## config.mk

```make
export PLATFORM = sky130hd
export DESIGN_NAME = serial_output
export DESIGN_NICKNAME = d
export VERILOG_FILES = /design/src/rtl/msdap_pkg.sv /design/src/rtl/serial_output.sv
export SDC_FILE = /design/constraint.sdc
export NUM_CORES = 1
export LEC_CHECK = 0
export ABC_CLOCK_PERIOD_IN_PS = 4100
export BUFFER_PORTS_ARGS = -buffer_cell sky130_fd_sc_hd__buf_2
export CAP_MARGIN = 15
export CORE_MARGIN = 3
export CORE_UTILIZATION = 48
export CTS_BUF_LIST = sky130_fd_sc_hd__clkbuf_8
export DETAILED_ROUTE_END_ITERATION = 10
export PLACE_DENSITY_LB_ADDON = 0.25
export SYNTH_ARGS = -nofsm -noshare
export SYNTH_HDL_FRONTEND = slang
export SYNTH_SLANG_ARGS = --single-unit
```

## constraint.sdc

```tcl
create_clock -name dClk -period 4.1 [get_ports dClk]
set_input_delay 1.025 -clock dClk [delete_from_list [all_inputs] [get_ports dClk]]
set_output_delay 1.025 -clock dClk [all_outputs]
set_load 0.005 [all_outputs]
```

## src/rtl/msdap_pkg.sv

```systemverilog
// ============================================================================
// Module   : msdap_pkg
// Purpose  : Shared types and word widths for the MSDAP serial link blocks.
// Revision : 1.0 - initial release
// ============================================================================
`default_nettype none

package msdap_pkg;

  typedef enum logic {
    IDLE  = 1'b0,
    SHIFT = 1'b1
  } ser_state_t;

  localparam int OUT_WORD_W = 40;
  localparam int IN_WORD_W  = 16;

endpackage : msdap_pkg

`default_nettype wire

```

## src/rtl/serial_output.sv

```systemverilog
// ============================================================================
// Module   : serial_output
// Purpose  : MSDAP parallel-to-serial transmitter with a one-entry holding
//            register; LSB-first by default, MSB-first when
//            SER_OUT_MSB_FIRST_EN is defined.
// Revision : 1.0 - initial release
// ============================================================================
`default_nettype none

module serial_output
  import msdap_pkg::*;
#(
  parameter int DATA_W = OUT_WORD_W
) (
  input  logic              dClk,
  input  logic              cntrl_rst,
  input  logic              w_Valid,
  input  logic [DATA_W-1:0] data_In,
  output logic              ack,
  output logic              frame_Out,
  output logic              data_Out,
  output logic              busy,
  output logic              word_Done
);

  localparam int               CNT_W  = $clog2(DATA_W);
  localparam logic [CNT_W-1:0] c_LAST = CNT_W'(DATA_W - 1);

  ser_state_t        r_state;
  logic              r_hold_full;
  logic [DATA_W-1:0] r_hold_data;
  logic [DATA_W-1:0] r_shift;
  logic [CNT_W-1:0]  r_cnt;

  logic              w_last;
  logic              w_load;
  logic              w_accept;
  logic              w_first_bit;
  logic [DATA_W-1:0] w_load_rest;
  logic              w_next_bit;
  logic [DATA_W-1:0] w_shift_next;

  assign w_last   = (r_state == SHIFT) && (r_cnt == c_LAST);
  assign w_load   = r_hold_full && ((r_state == IDLE) || w_last);
  // ack gates sampling so a source still holding w_Valid is not accepted twice
  assign w_accept = w_Valid && !r_hold_full && !ack;

`ifdef SER_OUT_MSB_FIRST_EN
  assign w_first_bit  = r_hold_data[DATA_W-1];
  assign w_load_rest  = r_hold_data << 1;
  assign w_next_bit   = r_shift[DATA_W-1];
  assign w_shift_next = r_shift << 1;
`else
  assign w_first_bit  = r_hold_data[0];
  assign w_load_rest  = r_hold_data >> 1;
  assign w_next_bit   = r_shift[0];
  assign w_shift_next = r_shift >> 1;
`endif

  assign busy = (r_state == SHIFT) || r_hold_full;

  // Holding register; accept and load are mutually exclusive on hold_full.
  always_ff @(posedge dClk or posedge cntrl_rst) begin
    if (cntrl_rst) begin
      r_hold_full <= 1'b0;
      r_hold_data <= '0;
      ack         <= 1'b0;
    end else begin
      ack <= w_accept;
      if (w_accept) begin
        r_hold_data <= data_In;
        r_hold_full <= 1'b1;
      end else if (w_load) begin
        r_hold_full <= 1'b0;
      end
    end
  end

  always_ff @(posedge dClk or posedge cntrl_rst) begin
    if (cntrl_rst) begin
      r_state   <= IDLE;
      r_shift   <= '0;
      r_cnt     <= '0;
      frame_Out <= 1'b0;
      data_Out  <= 1'b0;
      word_Done <= 1'b0;
    end else begin
      word_Done <= w_last;
      case (r_state)
        IDLE: begin
          if (w_load) begin
            r_state   <= SHIFT;
            r_shift   <= w_load_rest;
            r_cnt     <= '0;
            frame_Out <= 1'b1;
            data_Out  <= w_first_bit;
          end else begin
            frame_Out <= 1'b0;
            data_Out  <= 1'b0;
          end
        end
        SHIFT: begin
          if (w_last) begin
            r_cnt <= '0;
            if (w_load) begin
              // back-to-back reload keeps the frame strobe high with no gap
              r_shift   <= w_load_rest;
              data_Out  <= w_first_bit;
              frame_Out <= 1'b1;
            end else begin
              r_state   <= IDLE;
              frame_Out <= 1'b0;
              data_Out  <= 1'b0;
            end
          end else begin
            r_cnt    <= r_cnt + 1'b1;
            r_shift  <= w_shift_next;
            data_Out <= w_next_bit;
          end
        end
        default: begin
          r_state   <= IDLE;
          frame_Out <= 1'b0;
          data_Out  <= 1'b0;
        end
      endcase
    end
  end

endmodule : serial_output

`default_nettype wire

```

==> summary.md, run 1 <==
| Metric | Value |
|---|---|
| Status | `finished, final reports clean` |
| Synth top cells by count | `mux2_2, dfrtp_1, buf_2` |
| Seq pwr share | `0.499` |
| Met3 Usage GRT | `0.0389` |
| Initial core utilization | `0.504` |
| FILL cells | `658` |
| Worst-path clk slew | `0.09 ns` |
| Peak VDD IR | `roughly 0.00026 V` |
| CTS tree | `yes` |
| Asr flop ratio synth | `1.00` |
| Crit Path Category | `register to output pin` |
| Final period utilization | `0.606` |
| Internal power | `2.16 mW` |
| Crit-path cells | `nor2_1 > inv_1 > buf_2` |
| Area Growth Syn to Fin | `13.7%` |
| Crit end category | `output pin` |
| Avg Cell Area, Syn | `15.2 um^2` |
| Final total power | `2.97 mW` |
| CORE AREA | `7890 um^2` |
| Setup violators final | `0` |
| Nets | `353` |
| GRT Total Usage | `0.142` |
| Largest net degree at the start of global routing | `50` |
| First-pass GRT wire length | `11.0 mm` |
| Synth Instances | `about 260` |
| CP Data Required Time | `3.07 ns` |
| Area of the multi-input gates | `approximately 1600 um^2` |
| Static leakage | `2.11 nW` |
| Vias/cell | `5.14` |
| EDFF count, synth | `0` |
| Register area | `2300 um^2` |
| GPL Wtd Cong | `0.721` |
| Yosys cell types | `25` |
| Final min period | `2.49 ns` |
| Drt pass-1 iters | `3` |
| Fin. Hold Viols | `0` |
| Die area | `9420 um^2` |
| Routed WL | `6.13 mm` |
| GR peak layer | `met2` |
| PD cells | `656 nW/um^2` |
| Final Core Density | `0.573` |
| DR vias | `2139` |
| Post-Route Skew | `approximately 0.0085 ns` |
| Setup TNS | `0 ns` |
| IO Pins | `48` |
| Syn_nets | `305` |
| Crit-path slowest cell | `dfrtp_1` |
| Clock Power Share | `0.225` |
| HP Class | `register to register` |
| Post-CTS Hold Buffers | `0` |
| Gate power share | `0.276` |
| Post-DRT Antenna Nets | `0` |
| Leading cell types by total area after synthesis | `dfrtp_1, mux2_2, buf_2, buf_6, nand4b_4` |
| Post-synthesis sequential area ratio | `0.579` |
| Rel. slew slack | `0.461` |
| Worst-margin pin slew | `about 0.81 ns` |
| Psw | `0.802 mW` |
| Met2 usage | `0.222` |
| WL/cell | `14.7 um` |
| GRT met1 Usage | `0.194` |
| Clock root buffer | `clkbuf_8` |
| Post-route DRC | `0` |
| H-tree levels | `3` |
| CTS Buf Count | `9` |
| GRT Residual Overflow | `0` |
| Synthesis warning total | `0` |
| Fmax | `around 0.4 GHz` |
| Switching part of the total | `0.270` |
| Num Clock Sinks | `92` |
| Fin cells | `416` |
| # Max-Cap Violations | `0` |
| Post CTS Setup Buffer Count | `0` |
| Top_reg_cell synth | `dfrtp_1` |
| CTS max path bufs | `2` |
| Post-CTS sizing | `0` |
| Row count | `32` |
| Worst setup SP type | `register` |
| Synthesized flop and latch total | `92` |
| RSZ-0062 raised after global routing | `false` |
| Die Ht | `97.0 um` |
| Layout cells sized above 1 | `0.608` |
| Post-Place Cells | `400` |
| CP max FO | `9` |
| Dpl hpwl | `slightly above 4 mm` |
| Die width | `between 90 and 100 um` |
| Top cell type's share of synthesized area | `0.579` |
| Worst Path Arrival | `1.46 ns` |
| Max Transition Viols Final | `0` |
| Worst-skew pair later-pin latency | `0.35 ns` |
| Yosys top cell by area | `dfrtp_1` |
| Synthesized area | `3980 um^2` |
| Vias in the first global route | `2332` |
| Most common cell in the netlist | `mux2_2` |
| I/O Buffers | `47` |
| Slowest cell delay on critical path | `0.50 ns` |
| Ant diodes | `0` |
| Initial antenna violation count | `0` |
| Initial drt markers | `80` |
flip-flops by register name (all words and copies together), names as in the netlist:
name,flops
frame_Out,1
r_cnt,6
r_shift,40
r_hold_data,40
data_Out,1
word_Done,1
r_state,1
r_hold_full,1
ack,1
metal layers:
metal | vias up | part of all wire
met5 | - | 0
met4 | 0 | 0.011
met3 | 6 | 0.038
met2 | 27 | 0.47
met1 | 1077 | 0.48
li1 | 1029 | -
final timing paths:
| kind | cells past startpoint | slack [ns] | startpoint | end |
|---|---|---|---|---|
| min in group asynchronous | 2 | 0.77 | cntrl_rst | r_hold_data[14] |
| max reg2reg | 5 | 1.75 | r_cnt[0] | r_shift[14] |
| min | 1 | 0.50 | r_shift[3] | r_shift[2] |
| max in group asynchronous | 3 | 2.62 | cntrl_rst | r_hold_full |
| max | 3 | 1.61 | r_state | busy |
| min reg2reg | 1 | 0.50 | r_shift[3] | r_shift[2] |
cell families after synthesis:
family	share of synthesized area
muxes	0.337
DFF	0.579
buffers and inverters	0.0277
and+or+nand+nor	0.0264
AOI/OAI and AO/OA	0.0252
xor gates and xnor gates	0.00220
adders and majority gates	0.00314
power by group through the flow:
stage / registers (mW) / logic (mW) / clock network [mW]
after global placement: 1.50 / 0.800 / 0
final: 1.48 / 0.820 / 0.668
after detailed placement: 1.50 / 0.835 / 0
after floorplan: 1.42 / 0.724 / 0
after CTS: 1.48 / 0.837 / 0.687
after global routing: 1.53 / 0.925 / 0.729
area by class of cell:
type | instances | area share
clock buffers | 9 | 0.0274
clock inverters | 7 | 0.0224
inverters | 4 | 0.00360
multi-input cells | 151 | 0.348
flip-flops and latches | 92 | 0.509
well taps | 102 | 0.0282
repair buffers | 51 | 0.0614
stage by stage:
step / setup WS (ns) / hold WS [ns] / area [um^2]
floorplan: 0.683 / 0.472 / 3980
global placement: 1.79 / 0.480 / 4300
detailed placement: 1.74 / 0.489 / 4300
CTS: 1.61 / 0.510 / 4520
global route: 1.55 / 0.522 / 4520
finish: 1.61 / 0.503 / 4520
cell usage in the layout, fill, tap and decap left out, drive strengths merged, types with 2 or more instances in the layout:
cell / synthesis / final
o21ai: 5 / 5
inv: 4 / 3
o211ai: 2 / 2
buf: 14 / 51
nor3b: 3 / 3
nand2: 6 / 6
dfrtp: 92 / 92
bufinv: 0 / 2
clkbuf: 0 / 9
nand3: 2 / 2
clkinv: 0 / 4
mux2: 119 / 119
clkinvlp: 0 / 2
nor2: 2 / 2
worst max-delay path, delay by kind of cell, from the launching register on:
kind / cells / cell delay (ns)
flip-flops: 1 / 0.50
AND/OR/NAND/NOR: 1 / 0.37
buffers and inverters: 2 / 0.24
No activity file was read; power rests on OpenSTA's default activity.
==> inputs of run 2 (changes only) <==
--- a/config.mk
+++ b/config.mk
@@ -5,7 +5,7 @@
 export SDC_FILE = /design/constraint.sdc
 export NUM_CORES = 1
 export LEC_CHECK = 0
-export ABC_CLOCK_PERIOD_IN_PS = 4100
+export ABC_CLOCK_PERIOD_IN_PS = 2100
 export BUFFER_PORTS_ARGS = -buffer_cell sky130_fd_sc_hd__buf_2
 export CAP_MARGIN = 15
 export CORE_MARGIN = 3
==> constraint.sdc (replaced) <==
create_clock -name dClk -period 2.1 [get_ports dClk]
set_input_delay 0.525 -clock dClk [delete_from_list [all_inputs] [get_ports dClk]]
set_output_delay 0.525 -clock dClk [all_outputs]
set_load 0.005 [all_outputs]
==> run 2 against run 1 <==
- design area rose by 0.91%
- hold slack got worse by 0.27 ns
- worst setup slack got worse by 1.4 ns
- largest power group unchanged
- clock skew is 0.0026 ns higher
- critical path type unchanged
- critical endpoint unchanged
==> summary.md, run 2 (synthesis results as in run 1) <==
| Metric | Value |
|---|---|
| Status | `finished, final reports clean` |
| # Max-Cap Violations | `0` |
| Largest net degree at the start of global routing | `between 50 and 60` |
| IO Pins | `48` |
| CP Data Required Time | `1.57 ns` |
| CORE AREA | `7890 um^2` |
| Worst Path Arrival | `1.35 ns` |
| Vias in the first global route | `roughly 2400` |
| Die Ht | `97.0 um` |
| GRT Residual Overflow | `0` |
| WL/cell | `around 15 um` |
| Drt pass-1 iters | `4` |
| Num Clock Sinks | `92` |
| Ant diodes | `0` |
| Routed WL | `6.29 mm` |
| Area Growth Syn to Fin | `14.7%` |
| Crit Path Category | `register to output pin` |
| Reg2reg setup slack | `0.35 ns` |
| Post-CTS Hold Buffers | `0` |
| Layout cells sized above 1 | `0.615` |
| Worst setup SP type | `register` |
| Worst-margin pin slew | `0.367 ns` |
| Final period utilization | `0.891` |
| Dpl hpwl | `4.11 mm` |
| FILL cells | `642` |
| Max Transition Viols Final | `0` |
| Setup TNS | `0 ns` |
| Worst-skew pair later-pin latency | `0.35 ns` |
| Post-route DRC | `0` |
| Peak VDD IR | `~0.00049 V` |
| Biggest regs | `r_hold_data (40), r_shift (40), r_cnt (6)` |
| Post-Place Cells | `403` |
| HP Class | `input port to async pin` |
| Initial antenna violation count | `0` |
| Final min period | `1.87 ns` |
| Vias/cell | `around 5.2` |
| Post-DP Area | `about 4400 um^2` |
| Final Core Density | `0.579` |
| Fin. Hold Viols | `0` |
| Rel. slew slack | `0.755` |
| Post-Route Skew | `0.0111 ns` |
| Static leakage | `between 2 and 2.5 nW` |
| Row count | `32` |
| Fin cells | `419` |
| Commonest cells after routing, fill and taps aside | `mux2_2, dfrtp_1, buf_2` |
| Crit end category | `output pin` |
| Die width | `97.0 um` |
| First-pass GRT wire length | `11.2 mm` |
| Clock root buffer | `clkbuf_8` |
| Initial drt markers | `65` |
| Final total power | `5.72 mW` |
| WHS | `0.229 ns` |
| DR vias | `2179` |
| Setup violators final | `0` |
| Commonest non-fill, non-tap cell in the layout | `mux2_2` |
| Worst-path clk slew | `0.09 ns` |
| Initial core utilization | `0.504` |
| Worst setup margin | `0.230 ns` |
| RSZ-0062 raised after global routing | `false` |
| Nets | `356` |
| I/O Buffers | `47` |
| CTS Buf Count | `9` |
| PD cells | `about 1300 nW/um^2` |
| H-tree levels | `3` |
| Finished Cell Area | `4560 um^2` |
| CTS tree | `yes` |
| CTS max path bufs | `2` |
| Dpl ws | `0.355 ns` |
| Fmax | `0.535 GHz` |
| Die area | `9420 um^2` |
| GPL Wtd Cong | `approximately 0.84` |
| Post-DRT Antenna Nets | `0` |
| GRT Total Usage | `0.148` |
| CP max FO | `12` |
[run 2: layout make-up]
class	count	area (um^2)	share of cell area
Timing Repair Buffer	54	338	0.0740
Clock inverter	6	63.8	0.0140
Clock buffer	10	138	0.0302
Tap cell	102	128	0.0280
Sequential cell	92	2300	0.505
Inverter	4	18.8	0.00411
Multi-Input combinational cell	151	1580	0.345
[run 2: final timing paths]
kind | cells after the start | end | from
max | 3 | busy | r_hold_full
min | 3 | r_hold_data[39] | cntrl_rst
max reg2reg | 5 | r_shift[26] | r_cnt[1]
min reg2reg | 1 | r_shift[37] | r_shift[38]
max in group asynchronous | 3 | r_shift[10] | cntrl_rst
min in group dClk | 2 | r_hold_data[39] | data_In[39]
[run 2: worst max-delay path, cell delays in order (launching register included)]
cell	delay (ns)
dfrtp_2	0.53
nor2_2	0.28
inv_1	0.06
buf_2	0.12
[run 2: power breakdown]
part | leakage, nW | total (mW) | switching, mW | internal [mW]
combinational | 0.862 | 1.62 | 0.518 | 1.10
sequential | 1.16 | 2.92 | 0.436 | 2.48
clock | 0.0983 | 1.19 | 0.611 | 0.580
[run 2: routing by layer]
| metal | global-route usage | vias to the layer above | part of all wire |
|---|---|---|---|
| met5 | 0 | - | 0 |
| met4 | 0.0691 | 0 | 0.020 |
| met3 | 0.0411 | 11 | 0.041 |
| met2 | 0.230 | 34 | 0.46 |
| met1 | 0.192 | 1095 | 0.47 |
| li1 | - | 1039 | - |
[run 2: repair_timing]
item                       in CTS  in global routing
gates resized for setup         0                  1
setup endpoints to repair       0                  1
buffers inserted                0                  0
==> inputs of run 3 (changes only) <==
--- a/config.mk
+++ b/config.mk
@@ -12,7 +12,7 @@
 export CORE_UTILIZATION = 48
 export CTS_BUF_LIST = sky130_fd_sc_hd__clkbuf_8
 export DETAILED_ROUTE_END_ITERATION = 10
-export PLACE_DENSITY_LB_ADDON = 0.25
+export PLACE_DENSITY = 0.7
 export SYNTH_ARGS = -nofsm -noshare
 export SYNTH_HDL_FRONTEND = slang
 export SYNTH_SLANG_ARGS = --single-unit
==> run 3 against run 2 <==
- design area is 0.38% higher
- critical path depth unchanged
- core utilization rose by 0.22 points
- sequential power barely moved
- clock skew decreased by 0.0016 ns
- cell count up 0.95%
- largest cell class unchanged
- largest power group unchanged
==> summary.md, run 3 (synthesis results as in run 1) <==
| Metric | Value |
|---|---|
| Status | `finished, final reports clean` |
| DR vias | `2242` |
| Ant diodes | `0` |
| WL/cell | `15.4 um` |
| Final period utilization | `0.891` |
| Worst setup SP type | `register` |
| Final min period | `about 1.9 ns` |
| Vias in the first global route | `2556` |
| Crit-path cells | `nor2_2 > inv_1 > buf_2` |
| Rel. slew slack | `0.593` |
| Vias/cell | `5.30` |
| Slowest cell delay on critical path | `about 0.5 ns` |
| I/O Buffers | `47` |
| Final Core Density | `0.581` |
| Largest net degree at the start of global routing | `30` |
| Worst-skew pair later-pin latency | `0.36 ns` |
| Commonest non-fill, non-tap cell in the layout | `mux2_2` |
| Peak VDD IR | `0.000568 V` |
| Setup TNS | `0 ns` |
| Post CTS Setup Buffer Count | `0` |
| CTS max path bufs | `2` |
| Worst Path Arrival | `1.35 ns` |
| Num Clock Sinks | `92` |
| Layout cells sized above 1 | `0.620` |
| Final total power | `5.74 mW` |
| Biggest regs | `r_hold_data (40), r_shift (40), r_cnt (6)` |
| Setup violators final | `0` |
| HP Class | `input port to async pin` |
| Worst-margin pin slew | `0.609 ns` |
| Crit-path slowest cell | `dfrtp_1` |
| Die area | `9420 um^2` |
| GRT Residual Overflow | `0` |
| CTS Buf Count | `9` |
| Die Ht | `97.0 um` |
| Area Growth Syn to Fin | `15.2%` |
| IO Pins | `48` |
| First-pass GRT wire length | `12.1 mm` |
| Top cell family by delay on the critical path | `flip-flops` |
| RSZ-0062 raised after global routing | `false` |
| # Max-Cap Violations | `0` |
| PD cells | `1250 nW/um^2` |
| FILL cells | `646` |
| Drt pass-1 iters | `4` |
| Dpl hpwl | `4.57 mm` |
| Fmax | `0.534 GHz` |
| Worst-path clk slew | `about 0.09 ns` |
| Post-route DRC | `0` |
| CP max FO | `9` |
| CORE AREA | `7890 um^2` |
| H-tree levels | `3` |
| Initial core utilization | `0.504` |
| GRT Total Usage | `0.159` |
| Post-DRT Antenna Nets | `0` |
| Die width | `97.0 um` |
| Crit Path Category | `register to output pin` |
| Max Transition Viols Final | `0` |
| CP bufs+invs | `2` |
| Initial drt markers | `48` |
| Crit end category | `output pin` |
| Post-Route Skew | `0.00956 ns` |
| Commonest cells after routing, fill and taps aside | `mux2_2, dfrtp_1, buf_2` |
| Nets | `360` |
| CP Data Required Time | `between 1.5 and 2 ns` |
| Routed WL | `6.53 mm` |
| GPL Wtd Cong | `0.739` |
| Fin. Hold Viols | `0` |
| Initial antenna violation count | `0` |
| Post-CTS Hold Buffers | `0` |
| Clock root buffer | `clkbuf_8` |
| CTS tree | `yes` |
| Row count | `32` |
| Static leakage | `between 2 and 2.5 nW` |
==> run 3: cell count changes in the layout (fill, tap and decap cells not counted), sizes merged <==
cell and change:
buf +4
==> run 3: cell type report <==
class	count	area, um^2	share of cell area
clock buffer	10	138	0.0300
timing repair buffer	58	355	0.0776
inverter	4	18.8	0.00410
tap	102	128	0.0279
multi-input combinational	151	1580	0.344
sequential	92	2300	0.503
clock inverter	6	63.8	0.0139
==> run 3: timing repair <==
action,CTS,global route
endpoints found under the hold margin,0,0
resized for setup,0,1
setup endpoints to repair,0,1
==> run 3: where the power goes <==
| part | leakage (nW) | internal (mW) | switching (mW) |
|---|---|---|---|
| registers | 1.16 | 2.48 | 0.420 |
| clock network | 0.0983 | 0.580 | 0.616 |
| logic | 0.882 | 1.10 | 0.543 |
| total | 2.14 | 4.16 | 1.58 |
==> run 3: worst paths after layout <==
kind | from | to | slack [ns] | cells past startpoint
setup / recovery | r_state | busy | 0.23 | 3
hold / removal | cntrl_rst | r_cnt[0] | 0.24 | 2
setup reg to reg | r_cnt[1] | r_shift[29] | 0.30 | 5
hold reg to reg | r_shift[1] | r_shift[0] | 0.51 | 1
max in group asynchronous | cntrl_rst | r_hold_data[26] | 1.34 | 3
min in group dClk | data_In[10] | r_hold_data[10] | 0.39 | 2
==> run 3: metrics by stage <==
step           hold slack (ns)  instances  setup slack [ns]  instance area, um^2
3_3_place_gp             0.480        407             0.378                 4380
3_5_place_dp             0.491        407             0.306                 4380
5_1_grt                  0.261        423             0.113                 4580
2_1_floorplan            0.472        261             0.483                 3980
4_1_cts                  0.241        423            0.0996                 4580
6_report                 0.236        423             0.228                 4580
==> run 3: worst reg2reg max path: stages, from the launching register on <==
cell and delay (ns):
dfrtp_1 0.39, ha_1 0.27, nand4b_4 0.16, o21ai_4 0.15
buf_4 0.32, mux2_2 0.38
==> run 3: per-layer routing <==
layer | GRT usage | vias up | share of wire
met1 | 0.202 | 1144 | 0.46
li1 | - | 1048 | -
met4 | 0.0724 | 0 | 0.023
met3 | 0.0360 | 14 | 0.038
met5 | 0 | - | 0
met2 | 0.257 | 36 | 0.48
